File: config.mk
export PLATFORM = sky130hd
export DESIGN_NAME = point_generator
export DESIGN_NICKNAME = d
export VERILOG_FILES = /design/src/rtl/point_generator_pkg.sv /design/src/rtl/point_generator_axis_stepper.sv /design/src/rtl/point_generator.sv
export SDC_FILE = /design/constraint.sdc
export NUM_CORES = 1
export LEC_CHECK = 0
export CAP_MARGIN = 25
export CORE_MARGIN = 3
export CORE_UTILIZATION = 50
export DETAILED_ROUTE_END_ITERATION = 6
export HOLD_SLACK_MARGIN = 0.06
export PLACE_DENSITY = 0.8
export SLEW_MARGIN = 20
export SYNTH_ARGS = -nofsm -noshare
export SYNTH_HDL_FRONTEND = slang
export SYNTH_HIERARCHICAL = 1
export SYNTH_SLANG_ARGS = --single-unit
File: constraint.sdc
create_clock -name clock -period 5.45 [get_ports clock]
set_input_delay 1.09 -clock clock [delete_from_list [all_inputs] [get_ports clock]]
set_output_delay 1.09 -clock clock [all_outputs]
set_load 0.05 [all_outputs]
File: src/rtl/point_generator_pkg.sv
// -----------------------------------------------------------------------------
// point_generator_pkg
// Purpose : Constants and types shared by the point generator and the solver
//           side of the design (coordinate format, index widths, FSM states).
// Contents: COORD_WIDTH / COORD_FRAC  - signed Q7.20 coordinate format
//           COL_WIDTH / ROW_WIDTH     - raster index counter widths
//           state_t                   - IDLE / RUN / DONE state encoding
// -----------------------------------------------------------------------------
package point_generator_pkg;

   localparam int COORD_WIDTH = 27;
   localparam int COORD_FRAC  = 20;   // informational: no arithmetic uses it
   localparam int COL_WIDTH   = 11;
   localparam int ROW_WIDTH   = 11;

   typedef enum logic [1:0] {
      ST_IDLE = 2'd0,
      ST_RUN  = 2'd1,
      ST_DONE = 2'd2
   } state_t;

endpackage

File: src/rtl/point_generator_axis_stepper.sv
// -----------------------------------------------------------------------------
// axis_stepper
// Purpose : One raster axis: a signed coordinate plus its index counter.
//           On load the window limits are latched and the axis restarts at
//           its minimum. On step it either advances by the latched increment
//           or, when the axis has reached its end, wraps back to the minimum.
// Ports   : clock, reset      - clock, asynchronous active-high reset
//           i_load            - latch i_min/i_max/i_inc, restart at i_min
//           i_step            - advance (or wrap when o_end is high)
//           i_min/i_max/i_inc - signed window edge (inclusive) and increment
//           o_coord / o_idx   - current coordinate and index
//           o_end             - next step would leave the window or the index
//                               counter is saturated
// -----------------------------------------------------------------------------
module axis_stepper #(
   parameter int WIDTH = 27,
   parameter int IDX_W = 11
) (
   input  logic             clock,
   input  logic             reset,
   input  logic             i_load,
   input  logic             i_step,
   input  logic [WIDTH-1:0] i_min,
   input  logic [WIDTH-1:0] i_max,
   input  logic [WIDTH-1:0] i_inc,
   output logic [WIDTH-1:0] o_coord,
   output logic [IDX_W-1:0] o_idx,
   output logic             o_end
);

   logic [WIDTH-1:0] r_min;
   logic [WIDTH-1:0] r_max;
   logic [WIDTH-1:0] r_inc;
   logic [WIDTH-1:0] r_coord;
   logic [IDX_W-1:0] r_idx;

   logic signed [WIDTH:0] w_next;
   logic signed [WIDTH:0] w_max_ext;

   // One extra bit so coordinate + increment can never wrap to a negative
   // value near the top of the coordinate range.
   assign w_next    = $signed({r_coord[WIDTH-1], r_coord}) + $signed({r_inc[WIDTH-1], r_inc});
   assign w_max_ext = $signed({r_max[WIDTH-1], r_max});

   assign o_end   = (w_next > w_max_ext) || (&r_idx);
   assign o_coord = r_coord;
   assign o_idx   = r_idx;

   always_ff @(posedge clock or posedge reset) begin
      if (reset) begin
         r_min   <= '0;
         r_max   <= '0;
         r_inc   <= '0;
         r_coord <= '0;
         r_idx   <= '0;
      end else if (i_load) begin
         r_min   <= i_min;
         r_max   <= i_max;
         r_inc   <= i_inc;
         r_coord <= i_min;
         r_idx   <= '0;
      end else if (i_step) begin
         if (o_end) begin
            r_coord <= r_min;
            r_idx   <= '0;
         end else begin
            r_coord <= w_next[WIDTH-1:0];
            r_idx   <= r_idx + {{(IDX_W-1){1'b0}}, 1'b1};
         end
      end
   end

endmodule

File: src/rtl/point_generator.sv
// -----------------------------------------------------------------------------
// point_generator
// Purpose : Walks a rectangular complex-plane window in raster order (rows
//           from min_y upward, columns from min_x rightward) and hands one
//           (x, y, col, row) point per valid/ready handshake to the solvers.
// Ports   : clock, reset        - clock, asynchronous active-high reset
//           start               - begin a frame (sampled only in IDLE)
//           min_x/min_y/max_x/max_y/dx/dy - signed window, latched at start
//           out_valid/out_ready - point handshake
//           out_x/out_y         - point coordinates
//           out_col/out_row     - raster indices of the point
//           out_last            - current point is the final one of the frame
//           busy                - frame in progress
//           done                - one-cycle pulse at frame end
// -----------------------------------------------------------------------------
module point_generator
   import point_generator_pkg::*;
#(
   parameter int WIDTH = COORD_WIDTH,
   parameter int COL_W = COL_WIDTH,
   parameter int ROW_W = ROW_WIDTH
) (
   input  logic             clock,
   input  logic             reset,
   input  logic             start,
   input  logic [WIDTH-1:0] min_x,
   input  logic [WIDTH-1:0] min_y,
   input  logic [WIDTH-1:0] max_x,
   input  logic [WIDTH-1:0] max_y,
   input  logic [WIDTH-1:0] dx,
   input  logic [WIDTH-1:0] dy,
   output logic             out_valid,
   input  logic             out_ready,
   output logic [WIDTH-1:0] out_x,
   output logic [WIDTH-1:0] out_y,
   output logic [COL_W-1:0] out_col,
   output logic [ROW_W-1:0] out_row,
   output logic             out_last,
   output logic             busy,
   output logic             done
);

   state_t r_state;
   state_t w_state_next;

   logic w_window_bad;
   logic w_load;
   logic w_handshake;
   logic w_x_end;
   logic w_y_end;
   logic w_frame_end;

   // Empty or non-advancing windows produce no points at all.
   assign w_window_bad = ($signed(min_x) > $signed(max_x)) ||
                         ($signed(min_y) > $signed(max_y)) ||
                         dx[WIDTH-1] || (dx == '0)         ||
                         dy[WIDTH-1] || (dy == '0);

   assign w_load      = (r_state == ST_IDLE) && start && !w_window_bad;
   assign w_handshake = (r_state == ST_RUN) && out_ready;
   assign w_frame_end = w_x_end && w_y_end;

   axis_stepper #(
      .WIDTH (WIDTH),
      .IDX_W (COL_W)
   ) u_x_axis (
      .clock   (clock),
      .reset   (reset),
      .i_load  (w_load),
      .i_step  (w_handshake),
      .i_min   (min_x),
      .i_max   (max_x),
      .i_inc   (dx),
      .o_coord (out_x),
      .o_idx   (out_col),
      .o_end   (w_x_end)
   );

   // The row axis only advances when the column axis wraps.
   axis_stepper #(
      .WIDTH (WIDTH),
      .IDX_W (ROW_W)
   ) u_y_axis (
      .clock   (clock),
      .reset   (reset),
      .i_load  (w_load),
      .i_step  (w_handshake && w_x_end),
      .i_min   (min_y),
      .i_max   (max_y),
      .i_inc   (dy),
      .o_coord (out_y),
      .o_idx   (out_row),
      .o_end   (w_y_end)
   );

   always_ff @(posedge clock or posedge reset) begin
      if (reset) begin
         r_state <= ST_IDLE;
      end else begin
         r_state <= w_state_next;
      end
   end

   always_comb begin
      w_state_next = r_state;
      case (r_state)
         ST_IDLE: begin
            if (start) begin
               w_state_next = w_window_bad ? ST_DONE : ST_RUN;
            end
         end
         ST_RUN: begin
            if (w_handshake && w_frame_end) begin
               w_state_next = ST_DONE;
            end
         end
         ST_DONE: begin
            w_state_next = ST_IDLE;
         end
         default: begin
            w_state_next = ST_IDLE;
         end
      endcase
   end

   // Status outputs decode the state register only, so out_ready never
   // reaches out_valid combinationally.
   assign out_valid = (r_state == ST_RUN);
   assign busy      = (r_state == ST_RUN);
   assign done      = (r_state == ST_DONE);
   assign out_last  = (r_state == ST_RUN) && w_frame_end;

endmodule

==> impl_metrics.csv, run 1 <==
group,metric,value,unit
timing,slew_violations,0,
synth,ys_types,75,
setup_path,reg2reg_to,"u_y_axis/o_coord[26]",
setup_path,start_kind,"flip-flop",
power_and_ir_drop,p_leak,9.43,nW
timing,min_period,5.96,ns
synth,synthCells,1680,
setup_path,worst-path-max-fanout,3,
routing,first_pass_iters,6,
setup_path,path_buf_inv,2,
setup_path,required,4.36,ns
power_and_ir_drop,vdd_drop_max,0.672,mV
floorplan,start_util,51.3,%
grt,grt_remaining_overflow,0,
setup_path,r2r.worst_path.cells,22,
routing,drc,0,
timing,timing.final.crit_share,109,%
synth,yosys_warnings,6,
routing,via_count,14254,
cts,cts_max_path_buffers,3,
setup_path,cp.arrival,4.87,ns
setup_path,crit_chain,"ha_4 > o211ai_1 > o2111ai_2 > a221oi_4 > buf_4 > nor4_1 > nor4_1 > o21bai_1 > xor2_1 > ha_1 > nand4_1 > nor4_2 > o41a_1 > and3b_2 > o21ai_4 > and3_4 > buf_12",
cts,ctsHoldBuffers,0,
placement,portBuffers,245,
cts,cts_max_level,1,
timing,tightest_slew,0.905,ns
cts,cts_buffers,27,
power_and_ir_drop,power.share.sequential,20.1,%
grt,antenna_found_initial,4,
layout,area_growth,29.5,%
floorplan,die_area,33900,um^2
setup_path,endpoint,"out_last",
setup_path,r2r_start,"u_x_axis/o_coord[2]",
layout,final_cell_count_no_fill,2393,
cts,clock_latency,0.54,ns
placement,placed_cells,2307,
power_and_ir_drop,combinationalPowerShare,67.5,%
timing,hold_viol,0,
setup_path,rrSetupSlack,0.22,ns
timing,fmax,168,MHz
setup_path,cp_common_cell,"nor4_1",
grt,grt_pass1_wl,77100,um
cts,cts.root.buffer_cell,"clkbuf_16",
timing,slew_headroom,39.7,%
setup_path,critPathMaxStageDelay,0.41,ns
floorplan,die_w,184,um
cts,cts_tree,"done",
grt,grt_pass1_vias,14064,
synth,ys_ff_latch,240,
routing,drt-wirelength-per-cell,21.1,um
power_and_ir_drop,powerDensity,769,nW/um^2
placement,hpwl,37800,um
timing,finalSetupViolCount,1,
synth,async_flop_share,100,%
setup_path,cp.depth,17,
run_status,violations,"negative setup slack",
layout,finalNetCount,2308,
setup_path,end_kind,"output port",
floorplan,core,30900,um^2
layout,fin_util,66.4,%
synth,ys.flop_type,"dfrtp_1",
placement,place_congestion,0.979,
setup_path,path_delay_family,"simple AND/OR/NAND/NOR gates",
setup_path,crit_path_start,"u_y_axis/r_inc[2]",
floorplan,rows,64,
floorplan,ios,246,
timing,clock_skew,0.0161,ns
setup_path,slowest_stage,"dfrtp_1",
synth,syn_area,15900,um^2
floorplan,die_h,184,um
routing,drtAntennaViolNets,0,
grt,grt_start_max_net_pins,80,
power_and_ir_drop,p_total,15.8,mW
power_and_ir_drop,p_int,8.28,mW
power_and_ir_drop,sw_frac_of_total,47.6,%
routing,routed_wl,50600,um
setup_path,setup.worst_path.class,"reg -> out",
grt,track_usage,28.5,%
routing,vias_per_cell,5.96,
power_and_ir_drop,power_switching,7.52,mW
run_status,outcome,"finished, violations left",
synth,syn_nets,2014,
routing,drt_iter0_markers,1275,
flow_run,drv_cap,0,
cts,path_clk_slew,0.06,ns
layout,nFillCells,2392,
layout,drive_above_1_share,14.6,%
synth,synth-edff-count,0,
power_and_ir_drop,pwr-share-clk,12.4,%
min_path,hp-class,"reg -> reg",
placement,dp_slack,-0.161,ns
synth,ys_seq_area_share,37.9,%
timing,setup_ws,-0.511,ns
timing,grt_setup_unrepaired,"yes",
synth,syn_avg_cell_area,9.44,um^2
cts,cts_sinks,240,
[flip-flops by register name, summed over array words and instances (netlist names)]
| signal | cells |
|---|---|
| u_y_axis/r_inc | 27 |
| r_state | 2 |
| u_y_axis/r_max | 27 |
| u_y_axis/o_idx | 11 |
| u_y_axis/r_min | 27 |
| u_y_axis/o_coord | 27 |
| u_x_axis/r_inc | 27 |
| u_x_axis/o_coord | 27 |
| u_x_axis/o_idx | 11 |
| u_x_axis/r_min | 27 |
| u_x_axis/r_max | 27 |
[Yosys cell counts (all sizes together) (5+ instances only)]
master / number / area share (%)
a211o: 7 / 0.39
clkbuf: 48 / 1.1
o22ai: 5 / 0.20
a21oi: 87 / 2.8
o211ai: 9 / 0.43
xnor2: 26 / 1.4
a21o: 42 / 2.0
and3: 18 / 0.71
nor3b: 5 / 0.24
nor4: 19 / 0.75
nand3: 27 / 0.85
nor2: 46 / 1.1
o221ai: 30 / 1.7
nor2b: 34 / 1.3
a221oi: 9 / 0.65
dfrtp: 240 / 38
o2bb2ai: 9 / 0.50
a22o: 13 / 0.72
mux2: 79 / 5.6
a31oi: 25 / 0.99
nand4: 38 / 1.5
ha: 166 / 13
or2: 5 / 0.20
nor3: 21 / 0.66
a211oi: 12 / 0.69
inv: 178 / 4.2
a31o: 5 / 0.28
nand2: 150 / 3.5
nand2b: 34 / 1.3
mux2i: 43 / 2.7
o21ai: 146 / 4.7
nand4b: 5 / 0.28
o21a: 5 / 0.24
xor2: 20 / 1.1
buf: 14 / 0.69
[how the worst min path moves through the flow]
stage               slack, ns  cells past startpoint                from            endpoint
floorplan                0.47                      1  u_x_axis/r_min[20]  u_x_axis/r_min[20]
detailed placement       0.49                      1  u_y_axis/r_min[20]  u_y_axis/r_min[20]
global route             0.53                      1  u_x_axis/r_min[22]  u_x_axis/r_min[22]
finish                   0.51                      1  u_y_axis/r_min[15]  u_y_axis/r_min[15]
CTS                      0.51                      1  u_x_axis/r_min[20]  u_x_axis/r_min[20]
global placement         0.48                      1  u_y_axis/r_min[20]  u_y_axis/r_min[20]
[worst register-to-register path, stage by stage, from the launching register on]
cell and delay [ns]:
dfrtp_2 0.43, ha_4 0.26, o211ai_1 0.28, o2111ai_2 0.22
a221oi_2 0.33, o2111ai_1 0.17, a21oi_2 0.32, a31oi_2 0.16
a211o_1 0.31, o21ai_1 0.09, ha_1 0.26, buf_4 0.16
a221o_1 0.32, a211oi_2 0.27, o21ai_2 0.14, o21ai_4 0.18
buf_4 0.13, and3_1 0.19, buf_6 0.17, nor2_1 0.07
a22o_1 0.20, a31o_1 0.20, a211o_1 0.26
[placed cells by master, fill, tap and decap left out, types with 22 or more instances in the layout]
| cell | Yosys | routed |
|---|---|---|
| a21oi_1 | 83 | 80 |
| inv_1 | 178 | 175 |
| nand2b_1 | 34 | 33 |
| clkdlybuf4s50_1 | 0 | 244 |
| ha_1 | 166 | 155 |
| nand4_1 | 38 | 38 |
| mux2_2 | 79 | 79 |
| clkbuf_16 | 0 | 27 |
| a31oi_1 | 25 | 22 |
| nand3_1 | 27 | 27 |
| mux2i_1 | 43 | 42 |
| nor2b_1 | 34 | 33 |
| xnor2_1 | 26 | 26 |
| dfrtp_1 | 240 | 229 |
| nand2_1 | 150 | 148 |
| o221ai_1 | 30 | 30 |
| a21o_1 | 42 | 42 |
| o21ai_0 | 133 | 129 |
| buf_4 | 4 | 72 |
| nor2_1 | 46 | 43 |
[final cells by class]
class	instances	area, um^2	share of cell area, %
Inverter	180	681	3.31
Sequential cell	240	6020	29.3
Timing Repair Buffer	326	3170	15.4
Clock buffer	40	795	3.87
Multi-Input combinational cell	1199	9220	44.9
Antenna cell	3	7.51	0.0366
Clock inverter	9	154	0.749
Tap cell	396	495	2.41
[layer usage]
| layer | track usage (%) | wire [um] | share of wire (%) | vias up |
|---|---|---|---|---|
| met2 | 46.2 | 23600 | 47 | 603 |
| li1 | - | - | - | 6635 |
| met4 | 9.56 | 1800 | 3.6 | 2 |
| met5 | 0 | 10 | 0.020 | - |
| met1 | 39.0 | 21300 | 42 | 6904 |
| met3 | 4.72 | 3820 | 7.6 | 110 |
[timing repair]
item	4_1_cts	5_1_grt
gates resized for setup	31	22
setup endpoints to repair	12	20
setup buffers	22	11
gates cloned	0	1
pin swaps	38	17
[cells by family after synthesis]
family / share of synthesized area (%)
XOR/XNOR: 2.54
flip-flops: 37.9
buffers and inverters: 6.10
AND/OR/NAND/NOR: 13.7
multiplexers: 8.32
adder cells (fa/ha/maj): 13.3
AO/OA/AOI/OAI: 18.2
[power groups by stage]
stage	Combinational [mW]	Clock [mW]	Sequential, mW
4_1_cts	10.1	1.98	3.15
2_1_floorplan	6.39	0	3.63
3_5_place_dp	9.58	0	3.16
3_3_place_gp	9.36	0	3.12
5_1_grt	11.5	2.04	3.25
6_report	10.7	1.96	3.17
[metrics by stage]
step	cell area, um^2	hold slack (ns)	TNS (ns)
floorplan	15900	0.472	0
global placement	19000	0.483	0
detailed placement	19000	0.492	-1.60
CTS	20300	0.509	-0.369
global route	20500	0.527	-0.720
finish	20500	0.507	-0.511
(Power assumes the default switching activity.)
==> run 2: changes to the inputs <==
PLACE_DENSITY = 0.78   (was 0.8)
==> run 2 against run 1 <==
The flow still finishes with violations (negative setup slack). Global-route usage shrank 0.47 points. Worst hold slack better by 0.0010 ns. Sequential power about the same. Clock power shrank 11%. Critical endpoint unchanged.
==> impl_metrics.csv, run 2 (synthesized netlist as in run 1, its figures left out) <==
group,metric,value,unit
run_status,outcome,"finished, violations left",
run_status,violations,"negative setup slack",
setup_path,start_kind,"flip-flop",
routing,drt_iter0_markers,1194,
cts,cts_sinks,240,
power_and_ir_drop,vdd_drop_max,0.638,mV
power_and_ir_drop,powerDensity,755,nW/um^2
power_and_ir_drop,power.share.sequential,20.6,%
timing,setup_ws,-0.456,ns
floorplan,ios,246,
grt,grt_start_max_net_pins,75,
setup_path,worst-path-max-fanout,4,
routing,drt-wirelength-per-cell,20.7,um
power_and_ir_drop,combinationalPowerShare,68.1,%
placement,dpl_cell_area,19100,um^2
placement,dp_slack,-0.0295,ns
layout,final_cell_area,20500,um^2
setup_path,critPathMaxStageDelay,0.44,ns
timing,slew_headroom,50.8,%
cts,clock_latency,0.55,ns
layout,fin_util,66.4,%
timing,finalSetupViolCount,1,
cts,path_clk_slew,0.06,ns
power_and_ir_drop,p_int,8.05,mW
min_path,hp-class,"reg -> reg",
timing,timing.final.crit_share,108,%
routing,drtAntennaViolNets,0,
grt,grt_pass1_vias,14188,
floorplan,die_h,184,um
power_and_ir_drop,power_switching,7.45,mW
grt,grt_pass1_wl,75600,um
setup_path,end_kind,"output port",
setup_path,cp_common_cell,"o21ai_4",
floorplan,die_w,184,um
timing,holdWs,0.508,ns
floorplan,start_util,51.3,%
power_and_ir_drop,pwr-share-clk,11.3,%
routing,routed_wl,49700,um
routing,vias_per_cell,5.94,
routing,drc,0,
placement,place_congestion,0.930,
power_and_ir_drop,sw_frac_of_total,48.1,%
cts,cts_max_path_buffers,3,
power_and_ir_drop,p_leak,9.45,nW
setup_path,crit_chain,"ha_4 > a211oi_4 > o2111ai_4 > a221oi_4 > o2111ai_2 > a21oi_2 > buf_4 > o21ai_4 > xor2_2 > ha_1 > nand4_1 > nor4_4 > o41a_1 > and3b_2 > o21ai_4 > and3_4 > buf_12",
grt,antenna_found_initial,9,
layout,drive_above_1_share,14.4,%
setup_path,slowest_stage,"dfrtp_2",
cts,ctsHoldBuffers,0,
layout,finalNetCount,2307,
cts,cts_buffers,27,
flow_run,drv_cap,0,
timing,setup_tns,-0.456,ns
setup_path,setup.worst_path.class,"reg -> out",
cts,cts_tree,"done",
layout,layout_commonest_cell,"clkdlybuf4s50_1",
power_and_ir_drop,p_total,15.5,mW
timing,grt_setup_unrepaired,"yes",
timing,slew_violations,0,
floorplan,die_area,33900,um^2
placement,placed_cells,2314,
grt,track_usage,28.0,%
setup_path,cp.arrival,4.82,ns
timing,hold_viol,0,
routing,first_pass_iters,6,
floorplan,rows,64,
cts,cts_max_level,1,
layout,layout_common_cells,"clkdlybuf4s50_1, dfrtp_1, inv_1",
setup_path,required,4.36,ns
layout,area_growth,29.3,%
timing,clock_skew,0.0113,ns
layout,final_cell_count_no_fill,2393,
routing,via_count,14225,
floorplan,core,30900,um^2
placement,hpwl,37100,um
grt,grt_remaining_overflow,0,
timing,fmax,169,MHz
placement,portBuffers,245,
timing,tightest_slew,0.737,ns
cts,cts.root.buffer_cell,"clkbuf_16",
timing,min_period,5.91,ns
==> run 2: layout make-up <==
| cell class | instances | area [um^2] |
|---|---|---|
| timing repair buffer | 326 | 3210 |
| fill | 2421 | 10400 |
| clock inverter | 4 | 20.0 |
| inverter | 180 | 681 |
| clock buffer | 45 | 813 |
| tap | 396 | 495 |
| sequential | 240 | 6020 |
| multi-input combinational | 1198 | 9270 |
| antenna | 4 | 10.0 |
==> run 2: path summary, 6_finish.rpt <==
path                                     start                   to  slack, ns  depth (start not counted)
setup / recovery           u_y_axis/o_coord[1]             out_last      -0.46                         17
hold / removal              u_x_axis/r_min[24]   u_x_axis/r_min[24]       0.51                          1
setup reg to reg           u_x_axis/o_coord[3]    u_y_axis/o_idx[4]       0.23                         22
hold reg to reg             u_x_axis/r_min[24]   u_x_axis/r_min[24]       0.51                          1
max in group asynchronous                reset  u_y_axis/o_coord[0]       3.22                          3
min in group asynchronous                reset           r_state[0]       0.97                          2
==> run 2: power groups by stage <==
stage / Sequential, mW / Combinational, mW / Clock [mW]
after floorplan: 3.63 / 6.39 / 0
after global placement: 3.13 / 9.33 / 0
after detailed placement: 3.17 / 9.52 / 0
after CTS: 3.16 / 9.97 / 1.78
after global routing: 3.26 / 11.4 / 1.84
final: 3.18 / 10.6 / 1.75
==> run 2: critical path: cells and delay by family, from the launching register on <==
kind,cells,cell delay [ns]
AO/OA/AOI/OAI,8,1.72
XOR/XNOR,1,0.16
adder cells (fa/ha/maj),2,0.60
buffers and inverters,2,0.29
flip-flops,1,0.44
AND/OR/NAND/NOR,4,1.06
==> run 2: routing by layer <==
metal	up-vias	wire (um)	GRT usage, %
met5	-	60	0
met4	10	1940	10.3
met3	121	3630	6.04
met2	540	23100	45.1
met1	6910	21000	37.4
li1	6644	-	-
==> run 2: repair_timing <==
item                                    4_1_cts  5_1_grt
resized for setup                            35       27
buffers inserted                             13       12
endpoints found under the setup margin        1        9
pin swaps                                    39       40
